[config.mk]
export PLATFORM = sky130hd
export DESIGN_NAME = instr_encoder
export DESIGN_NICKNAME = d
export VERILOG_FILES = /design/src/rtl/mips_pkg.sv /design/src/rtl/instr_field_pack.sv /design/src/rtl/instr_encoder.sv
export SDC_FILE = /design/constraint.sdc
export NUM_CORES = 1
export LEC_CHECK = 0
export ABC_AREA = 1
export BUFFER_PORTS_ARGS = -buffer_cell sky130_fd_sc_hd__clkbuf_2
export CAP_MARGIN = 20
export CORE_MARGIN = 8
export CORE_UTILIZATION = 40
export DETAILED_ROUTE_END_ITERATION = 8
export GPL_ROUTABILITY_DRIVEN = 0
export PLACE_DENSITY = 0.68
export SLEW_MARGIN = 25
export SYNTH_ARGS = -nofsm -noshare
export SYNTH_HDL_FRONTEND = slang
export SYNTH_SLANG_ARGS = --single-unit
[constraint.sdc]
create_clock -name clk -period 1.4 [get_ports clk]
set_input_delay 0.28 -clock clk [delete_from_list [all_inputs] [get_ports clk]]
set_output_delay 0.28 -clock clk [all_outputs]
set_load 0.005 [all_outputs]
[src/rtl/mips_pkg.sv]
// Shared MIPS-subset encodings: opcodes, functs, encoder mnemonics and FSM states.
package mips_pkg;

    localparam logic [5:0] OP_RTYPE = 6'b000000;
    localparam logic [5:0] OP_LW    = 6'b100011;
    localparam logic [5:0] OP_SW    = 6'b101011;
    localparam logic [5:0] OP_J     = 6'b000010;
    localparam logic [5:0] OP_JAL   = 6'b000011;
    localparam logic [5:0] OP_BEQ   = 6'b000100;
    localparam logic [5:0] OP_BNE   = 6'b000101;
    localparam logic [5:0] OP_XORI  = 6'b001110;
    localparam logic [5:0] OP_ADDI  = 6'b001000;

    localparam logic [5:0] FN_ADD = 6'b100000;
    localparam logic [5:0] FN_SUB = 6'b100010;
    localparam logic [5:0] FN_SLT = 6'b101010;
    localparam logic [5:0] FN_JR  = 6'b001000;

    typedef enum logic [3:0] {
        MN_LW   = 4'd0,
        MN_SW   = 4'd1,
        MN_J    = 4'd2,
        MN_JAL  = 4'd3,
        MN_BEQ  = 4'd4,
        MN_BNE  = 4'd5,
        MN_XORI = 4'd6,
        MN_ADDI = 4'd7,
        MN_ADD  = 4'd8,
        MN_SUB  = 4'd9,
        MN_SLT  = 4'd10,
        MN_JR   = 4'd11
    } mnem_e;

    typedef enum logic [1:0] {
        S_IDLE = 2'd0,
        S_LOAD = 2'd1,
        S_PAD  = 2'd2,
        S_DONE = 2'd3
    } enc_state_e;

endpackage

[src/rtl/instr_field_pack.sv]
// Combinational packer: mnemonic + fields -> 32-bit MIPS word, flags codes 12-15.
module instr_field_pack
    import mips_pkg::*;
(
    input  logic [3:0]  op,
    input  logic [4:0]  rs,
    input  logic [4:0]  rt,
    input  logic [4:0]  rd,
    input  logic [15:0] imm,
    input  logic [25:0] target,
    output logic [31:0] word,
    output logic        illegal
);

    always_comb begin
        word    = '0;
        illegal = 1'b0;
        case (op)
            MN_LW:   word = {OP_LW,   rs, rt, imm};
            MN_SW:   word = {OP_SW,   rs, rt, imm};
            MN_BEQ:  word = {OP_BEQ,  rs, rt, imm};
            MN_BNE:  word = {OP_BNE,  rs, rt, imm};
            MN_XORI: word = {OP_XORI, rs, rt, imm};
            MN_ADDI: word = {OP_ADDI, rs, rt, imm};
            MN_J:    word = {OP_J,   target};
            MN_JAL:  word = {OP_JAL, target};
            MN_ADD:  word = {OP_RTYPE, rs, rt, rd, 5'd0, FN_ADD};
            MN_SUB:  word = {OP_RTYPE, rs, rt, rd, 5'd0, FN_SUB};
            MN_SLT:  word = {OP_RTYPE, rs, rt, rd, 5'd0, FN_SLT};
            // JR ignores whatever arrives on rt/rd
            MN_JR:   word = {OP_RTYPE, rs, 5'd0, 5'd0, 5'd0, FN_JR};
            default: illegal = 1'b1;
        endcase
    end

endmodule

[src/rtl/instr_encoder.sv]
// Instruction encoder / program loader. Define INSTR_ENCODER_NOP_PAD_EN to append
// a NOP after the last instruction (branch-delay slot fill).
module instr_encoder
    import mips_pkg::*;
#(
    parameter int ADDR_W    = 10,
    parameter int BASE_ADDR = 0
) (
    input  logic              clk,
    input  logic              rst_n,
    input  logic              start,
    input  logic              in_valid,
    output logic              in_ready,
    input  logic [3:0]        in_op,
    input  logic [4:0]        in_rs,
    input  logic [4:0]        in_rt,
    input  logic [4:0]        in_rd,
    input  logic [15:0]       in_imm,
    input  logic [25:0]       in_target,
    input  logic              in_last,
    output logic              mem_we,
    output logic [ADDR_W-1:0] mem_addr,
    output logic [31:0]       mem_wdata,
    output logic              busy,
    output logic              done,
    output logic              err
);

    localparam logic [ADDR_W-1:0] BASE     = ADDR_W'(BASE_ADDR);
    localparam logic [ADDR_W-1:0] ADDR_MAX = '1;

    enc_state_e        state_q, state_d;
    logic [ADDR_W-1:0] addr_q, addr_d;
    logic              mem_we_q, mem_we_d;
    logic [ADDR_W-1:0] mem_addr_q, mem_addr_d;
    logic [31:0]       mem_wdata_q, mem_wdata_d;
    logic              done_q, done_d;
    logic              err_q, err_d;

    logic [31:0] pack_word;
    logic        pack_illegal;
    logic        accept;

    instr_field_pack u_pack (
        .op      (in_op),
        .rs      (in_rs),
        .rt      (in_rt),
        .rd      (in_rd),
        .imm     (in_imm),
        .target  (in_target),
        .word    (pack_word),
        .illegal (pack_illegal)
    );

    assign in_ready = (state_q == S_LOAD);
    assign accept   = in_valid & in_ready;

    always_comb begin
        state_d     = state_q;
        addr_d      = addr_q;
        mem_we_d    = 1'b0;
        mem_addr_d  = mem_addr_q;
        mem_wdata_d = mem_wdata_q;
        done_d      = (state_q == S_DONE);
        err_d       = err_q;
        // start wins over a same-cycle accept, which is simply dropped
        if (start) begin
            state_d = S_LOAD;
            addr_d  = BASE;
            done_d  = 1'b0;
            err_d   = 1'b0;
        end else begin
            case (state_q)
                S_LOAD: begin
                    if (accept) begin
                        if (pack_illegal) begin
                            err_d = 1'b1;
                        end else begin
                            mem_we_d    = 1'b1;
                            mem_addr_d  = addr_q;
                            mem_wdata_d = pack_word;
                            addr_d      = addr_q + ADDR_W'(1);
                            if (addr_q == ADDR_MAX) err_d = 1'b1;
                        end
                        if (in_last) begin
`ifdef INSTR_ENCODER_NOP_PAD_EN
                            state_d = S_PAD;
`else
                            state_d = S_DONE;
`endif
                        end
                    end
                end
`ifdef INSTR_ENCODER_NOP_PAD_EN
                S_PAD: begin
                    mem_we_d    = 1'b1;
                    mem_addr_d  = addr_q;
                    mem_wdata_d = 32'h0000_0000;
                    addr_d      = addr_q + ADDR_W'(1);
                    if (addr_q == ADDR_MAX) err_d = 1'b1;
                    state_d     = S_DONE;
                end
`endif
                default: ;
            endcase
        end
    end

    always_ff @(posedge clk or negedge rst_n) begin
        if (!rst_n) begin
            state_q     <= S_IDLE;
            addr_q      <= BASE;
            mem_we_q    <= 1'b0;
            mem_addr_q  <= '0;
            mem_wdata_q <= '0;
            done_q      <= 1'b0;
            err_q       <= 1'b0;
        end else begin
            state_q     <= state_d;
            addr_q      <= addr_d;
            mem_we_q    <= mem_we_d;
            mem_addr_q  <= mem_addr_d;
            mem_wdata_q <= mem_wdata_d;
            done_q      <= done_d;
            err_q       <= err_d;
        end
    end

    assign mem_we    = mem_we_q;
    assign mem_addr  = mem_addr_q;
    assign mem_wdata = mem_wdata_q;
    assign busy      = (state_q == S_LOAD);
    assign done      = done_q;
    assign err       = err_q;

endmodule

==> metrics.md <==
| Metric | Value |
|---|---|
| Outcome | `finished, final reports clean` |
| Flip-flop and latch count after synthesis | `56` |
| Critical Path Sink Type | `output port` |
| H-tree levels | `2` |
| Aggregate routed wire length | `7208 µm` |
| Buffers plus inverters on the worst setup path | `2` |
| Maximum number of pins on one net before global-route repair | `57` |
| Final cell count without fillers | `541` |
| Crit path max fanout | `4` |
| Maximum VDD drop | `0.0004579 V` |
| Die Ht | `99.35 µm` |
| Clk slew on worst S/H paths | `100 ps` |
| Shortest period the worst path allows | `1376 ps` |
| Part of the cycle the worst path needs | `98.31%` |
| Worst-skew pair later-pin latency | `310 ps` |
| CP max-delay cell | `sky130_fd_sc_hd__dfrtp_1` |
| Count of input and output buffers | `111` |
| Required @ worst endpoint | `1120 ps` |
| Worst clock skew | `7.311 ps` |
| Placed Area | `3423 µm²` |
| Overall Global Routing Usage | `14.81%` |
| Post-layout nets | `527` |
| Post-synthesis mux area share | `0%` |
| Clock tree sinks | `56` |
| Detailed-route via count | `2,594` |
| Sequential element share of the synthesized area | `50.43%` |
| Post-synthesis simple-gate area fraction | `27.19%` |
| Fill cell total of the finished layout | `659` |
| Arrival time at the worst endpoint | `1100 ps` |
| Layout overhead on the synthesized area | `29.45%` |
| CTS tree | `built` |
| Final HPWL DP | `5562 µm` |
| Mean number of vias per cell | `4.795` |
| Xor/xnor share of the synthesized area | `0.9455%` |
| Number of clock buffers inserted by TritonCTS | `5` |
| DRT Pass-1 Iters | `4` |
| Main combinational cell family by area after synthesis | `simple AND/OR/NAND/NOR gates` |
| Number of placed I/O pins | `113` |
| Global-route wire length before repair | `12,120 µm` |
| Synth Area in Compound Gates | `11.75%` |
| Number of instances in the synthesized netlist | `347` |
| Area enclosed by the die boundary | `9870 µm²` |
| Share of final-layout standard cells stronger than drive strength 1 | `31.02%` |
| Count of warnings emitted by yosys | `0` |
| Wire length per cell | `13.32 µm` |
| Leakage Power | `1.914 nW` |
| Synthesized net count | `414` |
| Global routing met1 resource utilization | `17.33%` |
| Number of library cell types mapped by synthesis | `29` |
| Final-report hold violation count | `0` |
| Clock tree root buffer cell | `sky130_fd_sc_hd__clkbuf_8` |
| Total placed cells including tap cells | `531` |
| Maximum clock path buffer count | `2` |
| Number of antenna repair diodes | `0` |
| Met3 Usage GRT | `4.050%` |
| Number of DRC markers after the initial detailed-route iteration | `71` |
| Horizontal extent of the die | `99.35 µm` |
| WS Path Type | `flop to output port` |
| Initial standard-cell utilization of the core | `41.13%` |
| Most Crowded Layer GR | `met2` |
| CORE AREA | `6756 µm²` |
| Critical Path Most Common Cell | `sky130_fd_sc_hd__buf_6` |
| Vias in the first global route | `2,688` |
| CP delay by family, top | `flip-flops` |
| Number of maximum-capacitance violations | `0` |
| Site row count | `30` |
| Sequence of cells on the critical path | `nor2_4 -> buf_6 -> buf_6` |
| Power per cell area | `1043 nW/µm²` |
| Highest clock frequency the design can meet | `726.6 MHz` |
| Worst stage delay on the critical path | `420 ps` |
| Mapped Area | `2779 µm²` |
| Fin area | `3597 µm²` |
| Mean instance size in the synthesized netlist | `8.008 µm²` |
| Startpoint class of the critical path | `flop` |
| Worst hold path type | `primary input to flop` |
| Number of failing setup endpoints in the final timing report | `0` |
| DRC Markers | `0` |
| Number of antenna violations at the first check in global routing | `0` |
| Overflow left after global routing | `0` |
| Number of slew-limit violations in the final report | `0` |
| Remaining number of nets flagged by the antenna check after routing | `0` |
| Met2 GRT Util | `25.67%` |
| Setup repair after global routing missed its margin | `yes` |
| Post-synthesis adder-cell area fraction | `0.4502%` |
| R2R setup slack | `70 ps` |
## worst min-delay path, cell delays in order
cell,delay [ps]
sky130_fd_sc_hd__clkbuf_2,80
sky130_fd_sc_hd__nand3_1,70
sky130_fd_sc_hd__a21oi_1,60
## cell type report
cell class              count  area [µm²]  share of cell area (%)
well taps                  80       100.1                   2.783
clock inverters             3       46.29                   1.287
flip-flops and latches     56        1401                   38.96
repair buffers            121       699.4                   19.44
multi-input cells         242        1150                   31.97
inverters                  34       131.4                   3.652
clock buffers               5       68.82                   1.913
## registers in the layout, summed over array words and instances, names as in the netlist
| name | count |
|---|---|
| mem_we | 1 |
| mem_addr | 10 |
| mem_wdata | 31 |
| err | 1 |
| addr_q | 10 |
| done | 1 |
| state_q | 2 |
## what timing repair did
item,in CTS,in global routing
hold endpoints to repair,56,0
hold buffers,1,0
buffers inserted,0,1
pin swaps,1,3
setup endpoints to repair,2,4
resized for setup,1,8
## final timing paths
| path | startpoint | endpoint | depth (start not counted) |
|---|---|---|---|
| worst max register to register | state_q[1]$_DFFE_PN0P_ | mem_addr[0]$_DFFE_PN0P_ | 6 |
| max in group asynchronous | rst_n | mem_wdata[18]$_DFFE_PN0P_ | 3 |
| worst min register to register | mem_wdata[3]$_DFFE_PN0P_ | mem_wdata[3]$_DFFE_PN0P_ | 2 |
| worst max-delay path | state_q[1]$_DFFE_PN0P_ | busy | 3 |
| worst min-delay path | in_last | state_q[1]$_DFFE_PN0P_ | 3 |
| min in group asynchronous | rst_n | state_q[1]$_DFFE_PN0P_ | 3 |
## per-stage QoR
step                      total power, mW  setup WS [ps]  utilization, %  hold slack (ps)  setup TNS [ps]
after CTS                           3.787          22.28           52.56            205.9               0
after global routing                3.956         -26.30           53.24            227.2          -120.4
after detailed placement            2.702         -3.550           50.67            305.8          -3.550
final                               3.754          23.65           53.24            208.4               0
after global placement              2.680          58.30           50.67            305.6               0
after floorplan                     2.281          118.4               -           -15.59               0
## synth_stat cells (all sizes together)
master / number / area share [%]
a21oi: 15 / 2.7
buf: 14 / 4.2
clkbuf: 1 / 0.18
clkinv: 1 / 0.18
conb: 1 / 0.13
dfrtp: 56 / 50
ha: 1 / 0.45
inv: 33 / 4.5
nand2: 123 / 17
nand3: 26 / 5.1
nand4: 3 / 0.68
nor2: 23 / 4.1
nor3: 3 / 0.54
o21a: 9 / 2.4
o21ai: 29 / 5.2
o21bai: 1 / 0.27
o22ai: 5 / 1.1
xnor2: 1 / 0.32
xor2: 2 / 0.63
## power breakdown
part,internal [mW],leakage (nW),switching [mW]
clock network,0.543,0.0600,0.542
logic,0.366,1.13,0.395
registers,1.80,0.729,0.109
total,2.71,1.91,1.05
## per-layer routing
metal	wire length [µm]	part of all wire [%]
met1	3194	44
met5	0	0
met2	3439	48
met4	81	1.1
met3	492	6.8
## cell families after synthesis
family                   after synthesis
other                                  1
adder cells (fa/ha/maj)                1
XOR/XNOR                               3
buffers and inverters                 49
AO/OA/AOI/OAI                         59
AND/OR/NAND/NOR                      178
flip-flops                            56
## placed cells by master, fill, tap and decap left out, types with 4 or more instances in the layout
cell	instances
sky130_fd_sc_hd__o21a_1	9
sky130_fd_sc_hd__buf_4	4
sky130_fd_sc_hd__buf_12	4
sky130_fd_sc_hd__inv_1	29
sky130_fd_sc_hd__o21ai_0	8
sky130_fd_sc_hd__a21oi_1	15
sky130_fd_sc_hd__clkbuf_8	5
sky130_fd_sc_hd__clkbuf_2	109
sky130_fd_sc_hd__o21ai_1	21
sky130_fd_sc_hd__dfrtp_1	56
sky130_fd_sc_hd__o22ai_1	5
sky130_fd_sc_hd__nand3_1	25
sky130_fd_sc_hd__nor2_1	18
sky130_fd_sc_hd__nand2_1	120
Power figures use the tool's default switching activity.
